==> config.mk <==
export PLATFORM = sky130hd
export DESIGN_NAME = ov7670_frame_capture
export DESIGN_NICKNAME = d
export VERILOG_FILES = /design/src/rtl/ov7670_frame_capture.sv
export SDC_FILE = /design/constraint.sdc
export NUM_CORES = 1
export LEC_CHECK = 0
export BUFFER_PORTS_ARGS = -buffer_cell sky130_fd_sc_hd__buf_2
export CORE_MARGIN = 2
export CORE_UTILIZATION = 40
export DETAILED_ROUTE_END_ITERATION = 8
export PLACE_DENSITY = 0.6
export SYNTH_ARGS = -nofsm -noshare
export SYNTH_HDL_FRONTEND = slang
export SYNTH_SLANG_ARGS = --single-unit
==> constraint.sdc <==
create_clock -name clk -period 2.4 [get_ports clk]
set_input_delay 0.48 -clock clk [delete_from_list [all_inputs] [get_ports clk]]
set_output_delay 0.48 -clock clk [all_outputs]
set_load 0.05 [all_outputs]
==> src/rtl/ov7670_frame_capture.sv <==
// OV7670 frame capture: assembles RGB565 pixels from the camera byte stream,
// decimates 2:1 in both axes and writes the kept pixels into a frame buffer.
//
// Ports:
//   clk, reset      single clock; asynchronous active-high reset
//   cam_vsync       frame sync, high between frames
//   cam_href        line valid
//   cam_byte_valid  cam_data carries a new byte this cycle
//   cam_data        camera byte
//   wr_en           one-cycle frame-buffer write strobe
//   wr_addr         IMG_WIDTH*y + x of the stored pixel (held when idle)
//   wr_data         RGB565 pixel (held when idle)
//   frame_done      one-cycle pulse when a captured frame ends
//   frame_err       line count of the last completed frame was not SRC_HEIGHT
//
// Build option: define CAPTURE_BYTE_SWAP_EN to place the first byte of each
// pixel in wr_data[7:0] and the second in wr_data[15:8].
module ov7670_frame_capture #(
    parameter int SRC_WIDTH  = 320,
    parameter int SRC_HEIGHT = 240,
    parameter int IMG_WIDTH  = 160,
    parameter int IMG_HEIGHT = 120,
    parameter int ADDR_WIDTH = $clog2(IMG_WIDTH * IMG_HEIGHT)
) (
    input  logic                  clk,
    input  logic                  reset,
    input  logic                  cam_vsync,
    input  logic                  cam_href,
    input  logic                  cam_byte_valid,
    input  logic [7:0]            cam_data,
    output logic                  wr_en,
    output logic [ADDR_WIDTH-1:0] wr_addr,
    output logic [15:0]           wr_data,
    output logic                  frame_done,
    output logic                  frame_err
);

    localparam int XW = $clog2(SRC_WIDTH + 1);
    localparam int YW = $clog2(SRC_HEIGHT + 1);

    localparam logic [XW-1:0]         SW = XW'(SRC_WIDTH);
    localparam logic [YW-1:0]         SH = YW'(SRC_HEIGHT);
    localparam logic [ADDR_WIDTH-1:0] IW = ADDR_WIDTH'(IMG_WIDTH);

    typedef enum logic [1:0] {
        IDLE,
        WAIT_START,
        CAPTURE
    } state_t;

    state_t          state;
    logic            vsync_q;
    logic            href_q;
    logic [XW-1:0]   src_x;
    logic [YW-1:0]   src_y;
    logic            phase;
    logic [7:0]      byte_hi;

    logic            vsync_rise;
    logic            vsync_fall;
    logic            href_fall;
    logic            accept;
    logic            keep;
    logic [YW-1:0]   y_inc;
    logic [YW-1:0]   y_next;
    logic [15:0]     pix_word;
    logic [ADDR_WIDTH-1:0] pix_addr;

    always_comb begin
        vsync_rise = cam_vsync & ~vsync_q;
        vsync_fall = ~cam_vsync & vsync_q;
        href_fall  = ~cam_href & href_q;
        accept     = cam_href & cam_byte_valid;
        // Only even columns of even rows inside the source window are kept,
        // which also bounds the address to IMG_WIDTH*IMG_HEIGHT-1.
        keep       = ~src_x[0] & ~src_y[0] & (src_x < SW) & (src_y < SH);
        y_inc      = (src_y < SH) ? src_y + YW'(1) : src_y;
        // Frame error must see a line end landing on the same cycle.
        y_next     = href_fall ? y_inc : src_y;
`ifdef CAPTURE_BYTE_SWAP_EN
        pix_word   = {cam_data, byte_hi};
`else
        pix_word   = {byte_hi, cam_data};
`endif
        pix_addr   = ADDR_WIDTH'(src_y[YW-1:1]) * IW
                   + ADDR_WIDTH'(src_x[XW-1:1]);
    end

    always_ff @(posedge clk or posedge reset) begin
        if (reset) begin
            state      <= IDLE;
            vsync_q    <= 1'b0;
            href_q     <= 1'b0;
            src_x      <= '0;
            src_y      <= '0;
            phase      <= 1'b0;
            byte_hi    <= '0;
            wr_en      <= 1'b0;
            wr_addr    <= '0;
            wr_data    <= '0;
            frame_done <= 1'b0;
            frame_err  <= 1'b0;
        end else begin
            vsync_q    <= cam_vsync;
            href_q     <= cam_href;
            wr_en      <= 1'b0;
            frame_done <= 1'b0;
            case (state)
                IDLE: begin
                    // A high vsync must be seen before any falling edge
                    // can start a capture.
                    if (cam_vsync)
                        state <= WAIT_START;
                end
                WAIT_START: begin
                    if (vsync_fall) begin
                        state <= CAPTURE;
                        src_x <= '0;
                        src_y <= '0;
                        phase <= 1'b0;
                    end
                end
                CAPTURE: begin
                    if (href_fall) begin
                        // A dangling first byte of a pixel is dropped here.
                        src_x <= '0;
                        phase <= 1'b0;
                        src_y <= y_inc;
                    end else if (accept) begin
                        if (!phase) begin
                            byte_hi <= cam_data;
                            phase   <= 1'b1;
                        end else begin
                            phase <= 1'b0;
                            if (keep) begin
                                wr_en   <= 1'b1;
                                wr_addr <= pix_addr;
                                wr_data <= pix_word;
                            end
                            if (src_x < SW)
                                src_x <= src_x + XW'(1);
                        end
                    end
                    if (vsync_rise) begin
                        frame_done <= 1'b1;
                        frame_err  <= (y_next != SH);
                        state      <= WAIT_START;
                    end
                end
                default: state <= IDLE;
            endcase
        end
    end

endmodule

=== After elaboration in Yosys (flattened, before gate mapping) ===
Cells that the tools add are included.
W data, S select, Z words.

* Add/sub/neg operators: 3
* Reduce and logical (&&, ||, !) cells: 9
* $mul: 1
* $lt $le $gt $ge: 2
* Eq/ne operators: 9
* Muxes and demuxes: 26
* Bitwise gates (word level): 14

{| class="wikitable"
|+ Operator list
! operator !! number
|-
| $mux W9 || 5
|-
| $mux W8 || 3
|-
| $pmux W9 S2 || 1
|-
| $pmux W8 S2 || 1
|-
| $add A15 B8 Y15 || 1
|-
| $mux W1 || 11
|-
| $mul A7 B3 Y10 const B || 1
|-
| $reduce_and A5 Y1 || 2
|-
| $add A9 B1 Y9 const B || 1
|-
| $lt A9 B9 Y1 const B || 1
|-
| $ne A3 B3 Y1 const B || 3
|-
| $add A8 B1 Y8 const B || 1
|-
| $lt A8 B8 Y1 const B || 1
|-
| $ne A8 B8 Y1 const B || 1
|-
| $and A1 B1 Y1 || 7
|-
| $not A1 Y1 || 7
|-
| $mux W2 || 3
|-
| $ne A2 B2 Y1 const B || 3
|-
| $pmux W2 S3 || 1
|-
| $reduce_and A3 Y1 || 2
|-
| $reduce_and A2 Y1 || 2
|-
| $reduce_and A4 Y1 || 1
|-
| $eq A2 B1 Y1 const B || 1
|-
| $eq A2 B2 Y1 const B || 1
|-
| other kinds (3) || 3
|}

* Bits in registers: 64
* Logic and storage cells: 76
* Input port bits: 13
* Output and inout port bits: 34

=== Logic depth before layout (Yosys ltp) ===
* Depth in word-level cells: 9
* Gate-level depth with buffers: 8
* Mapped depth without buffers: 8

=== Worst setup path before layout ===
No wires, ideal clock.

* Path type: register to register
* From: reg src_y[5]
* To: reg wr_addr[13]
* Path slack: 64 ps
* Path buffers: 0
* Data required time: 2267 ps
* Data arrival time: 2203 ps
* Stages on the path, launching flop included: 8
* Cells stage by stage: dfrtp_1 -> ha_1 -> ha_1 -> a211o_1 -> and2_4 -> or2_2 -> o311ai_1 -> nand3_1

* Cells in the longest elaborated chain, start to end: 3
* Elaborated cells on any way between the ends: 5
* Those cells by class: 1 x add/sub; 1 x mul; 1 x order compare; 1 x bitwise; 1 x reduce/logical

{| class="wikitable"
|+ Ends and longest elaborated chain
! item !! RTL line !! RTL
|-
| start, declared || 55 || <nowiki>logic [YW-1:0] src_y;</nowiki>
|-
| start signal, assigned || 128 || <nowiki>src_y <= y_inc;</nowiki>
|-
| parallel branches: the longest is 3 deep, another holds $add A15 B8 Y15 || -- ||
|-
| end signal, assigned || 137 || <nowiki>wr_addr <= pix_addr;</nowiki>
|-
| end, declared || 32 || <nowiki>output logic [ADDR_WIDTH-1:0] wr_addr,</nowiki>
|}

Several ways; the timed one is not identified.
A chain may end at the register's enable or synchronous reset.

=== Final worst setup path ===
* From: reg src_y[2]
* To: reg wr_addr[14]

The elaborated chain is that of the path after synthesis.

==> results.md <==
* Synth unique cells at 59
* Num rows at 33
* Reg2Reg Depth at 8
* Multiplexer area fraction after synthesis at 3.01%
* WL per Instance at 14.4 um
* ANT nets after route at 0
* First DRT Iteration DRCs at 95
* Combinational fraction of design power at 17.2%
* Max Fclk at 438 MHz
* Area Growth Syn to Fin at 21.3%
* Wirelength, routed at 7.51 mm
* Synthesis Warnings at 0
* GR Util All Layers at 17.6%
* Fin util at 49.9%
* Yosys reg bits at 64
* Crit path launch type: flop
* Kind of critical path: reg -> reg
* Ports at 47
* Worst-margin pin slew at 0.585 ns
* Largest family of logic cells by synthesized area: simple AND/OR/NAND/NOR gates
* Syn_nets at 379
* Layout cells sized above 1 at 26.3%
* # clock sinks at 64
* Tmin final at 2.28 ns
* Switching part of the total at 31.4%
* Sequential power share at 47.6%
* Core area at 8180 sq um
* Max-Cap Viols at 0
* Vias in the first global route at 2683
* Leading cell type in the layout, fill and taps excluded: nand2_1
* CP required at 2.67 ns
* DR vias/cell at 5.24
* Final Cycle Share at 95.1%
* PwrDens at 656 nW/um^2
* Part of the Yosys area used for sequential elements at 47.6%
* Sw Pwr at 0.000841 W
* Clk buf depth at 2
* Power share of the clock group at 35.2%
* Largest net degree at the start of global routing at 28
* Gate Count Post-Synth at 349
* Worst hold path type: in -> async
* N_diodes at 0
* Hpwl dp at 5.44 mm
* # placed instances at 507
* Final setup TNS at 0 ns
* Synth Area in Adders at 6.77%
* Clk_lat worst skew at 0.35 ns
* Status: completed
* Slew margin rel. at 61.0%
* Compound-Gate Fraction of Synth Area at 15.2%
* Clock Pin Slew Worst Setup and Hold Paths at 0.08 ns
* Leak pwr at 2.06 nW
* Worst setup margin at 0.118 ns
* Reg-to-reg setup timing slack at 0.12 ns
* First-pass GRT wire length at 12.6 mm
* Initial Utilization at 41.2%
* Mapped Avg Cell Area at 9.64 sq um
* Endpoint class of the critical path: flop
* Xor and xnor area share after synthesis at 2.08%
* CP Data Arrival Time at 2.55 ns
* Dpl ws at -0.0454 ns
* DRT Pass-1 Iters at 4
* Crit Path Max Fanout at 3
* Synth Area in Simple Gates at 21.3%
* Critical R2R Launch: src_y[2]$_DFFE_PP0P_
* Fin cells at 523
* Port buffer count at 46
* DR vias at 2738
* R2R Path End: wr_addr[14]$_DFFE_PP0P_
* Final Hold Violating Endpoints at 0
* Ys flop type: dfrtp_1
* H-tree levels at 3
* Final Skew at 0.0152 ns
* TritonCTS Buffers at 9
* Die extent in y at 95.7 um
* # setup viols final at 0
* Final #Nets at 443
* Most frequent cells in the layout: nand2_1, dfrtp_1, buf_2
* CTS tree: done
* Number of synthesized flops with an enable pin at 0
* Async SR Flop Fraction at 100%
* GP Congestion at 0.884
* Initial antenna violation count at 0
* Full die area at 9160 sq um
* Pwr Total at 0.00268 W
* Synthesized area at 3370 sq um
* Setup bufs post-CTS at 0
* Die Width at 95.7 um
* Peak supply drop at 0.301 mV
* Post-route DRC at 0
* GR Overflow Total at 0
* Pint at 0.00184 W
* Clk root buf: clkbuf_8
* Final Max Slew Viols at 0
-- flip-flops by register name (all words and copies together) (netlist names) --
register    flops
vsync_q         1
frame_done      1
wr_addr        15
phase           1
wr_en           1
state           2
byte_hi         8
src_x           9
wr_data        16
frame_err       1
src_y           8
href_q          1
-- power by group through the flow --
stage | Sequential [W] | Combinational, W | Clock, W
5_1_grt | 0.00129 | 0.000503 | 0.00102
4_1_cts | 0.00128 | 0.000466 | 0.000965
3_5_place_dp | 0.00130 | 0.000465 | 0
6_report | 0.00128 | 0.000460 | 0.000942
3_3_place_gp | 0.00129 | 0.000452 | 0
2_1_floorplan | 0.00143 | 0.000193 | 0
-- how the worst max path moves through the flow --
stage	start	endpoint	slack (ns)	cells past startpoint
finish	src_y[2]$_DFFE_PP0P_	wr_addr[14]$_DFFE_PP0P_	0.12	8
global route	src_y[4]$_DFFE_PP0P_	wr_addr[14]$_DFFE_PP0P_	-0.01	8
global placement	src_y[4]$_DFFE_PP0P_	wr_addr[14]$_DFFE_PP0P_	0.04	8
floorplan	src_y[5]$_DFFE_PP0P_	wr_addr[13]$_DFFE_PP0P_	0.06	7
detailed placement	src_y[4]$_DFFE_PP0P_	wr_addr[14]$_DFFE_PP0P_	-0.05	8
CTS	src_y[2]$_DFFE_PP0P_	wr_addr[14]$_DFFE_PP0P_	0.04	8
-- kinds of logic (layout without fill, tap and decap cells) --
group | count (synthesis) | after routing
compound gates | 79 | 79
xor+xnor | 8 | 8
fa+ha+maj | 17 | 17
buf+inv | 23 | 92
flops | 64 | 64
mux | 9 | 9
simple gates | 149 | 149
-- synth_stat cells, types with 6 or more instances --
cell | instances | area share [%]
ha_1 | 15 | 5.6
dfrtp_1 | 64 | 48
xnor2_1 | 6 | 1.6
buf_6 | 6 | 2.0
nand2_1 | 88 | 9.8
o21ai_1 | 6 | 0.89
mux2_2 | 9 | 3.0
a31oi_1 | 9 | 1.7
nand3_1 | 9 | 1.3
a21oi_1 | 14 | 2.1
nor2_1 | 13 | 1.4
inv_1 | 10 | 1.1
o21ai_0 | 20 | 3.0
-- critical path, stage by stage (launching register included) --
cell,delay (ns)
dfrtp_1,0.39
ha_1,0.30
ha_1,0.23
fa_2,0.38
xor2_2,0.21
nand2_1,0.11
nor4_4,0.27
a32oi_1,0.16
a21oi_1,0.16
-- final cells by class --
class	instances	area (sq um)
Tap cell	105	131
Clock buffer	9	124
Clock inverter	7	78.8
Timing Repair Buffer	65	398
Sequential cell	64	1600
Fill cell	784	4090
Inverter	11	41.3
Multi-Input combinational cell	262	1710
-- repair_timing --
item,CTS,global route
pin swaps,0,5
hold buffers,0,0
endpoints found under the setup margin,1,3
gates resized for setup,5,5
-- stage by stage --
| stage | hold slack [ns] | cell area [sq um] |
|---|---|---|
| global route | 0.225 | 4080 |
| CTS | 0.198 | 4040 |
| detailed placement | 0.452 | 3800 |
| finish | 0.192 | 4080 |
| global placement | 0.441 | 3800 |
| floorplan | 0.434 | 3370 |
-- metal layers --
layer / share of wire, % / vias to the layer above / track usage (%) / wire (um)
met5: 0 / - / 0 / 0
met4: 0.87 / 0 / 6.79 / 65
met3: 4.0 / 6 / 2.90 / 304
met2: 45 / 61 / 27.2 / 3400
met1: 50 / 1306 / 24.7 / 3730
li1: - / 1365 / - / -
Note: power is estimated with default switching activity, not from simulation.
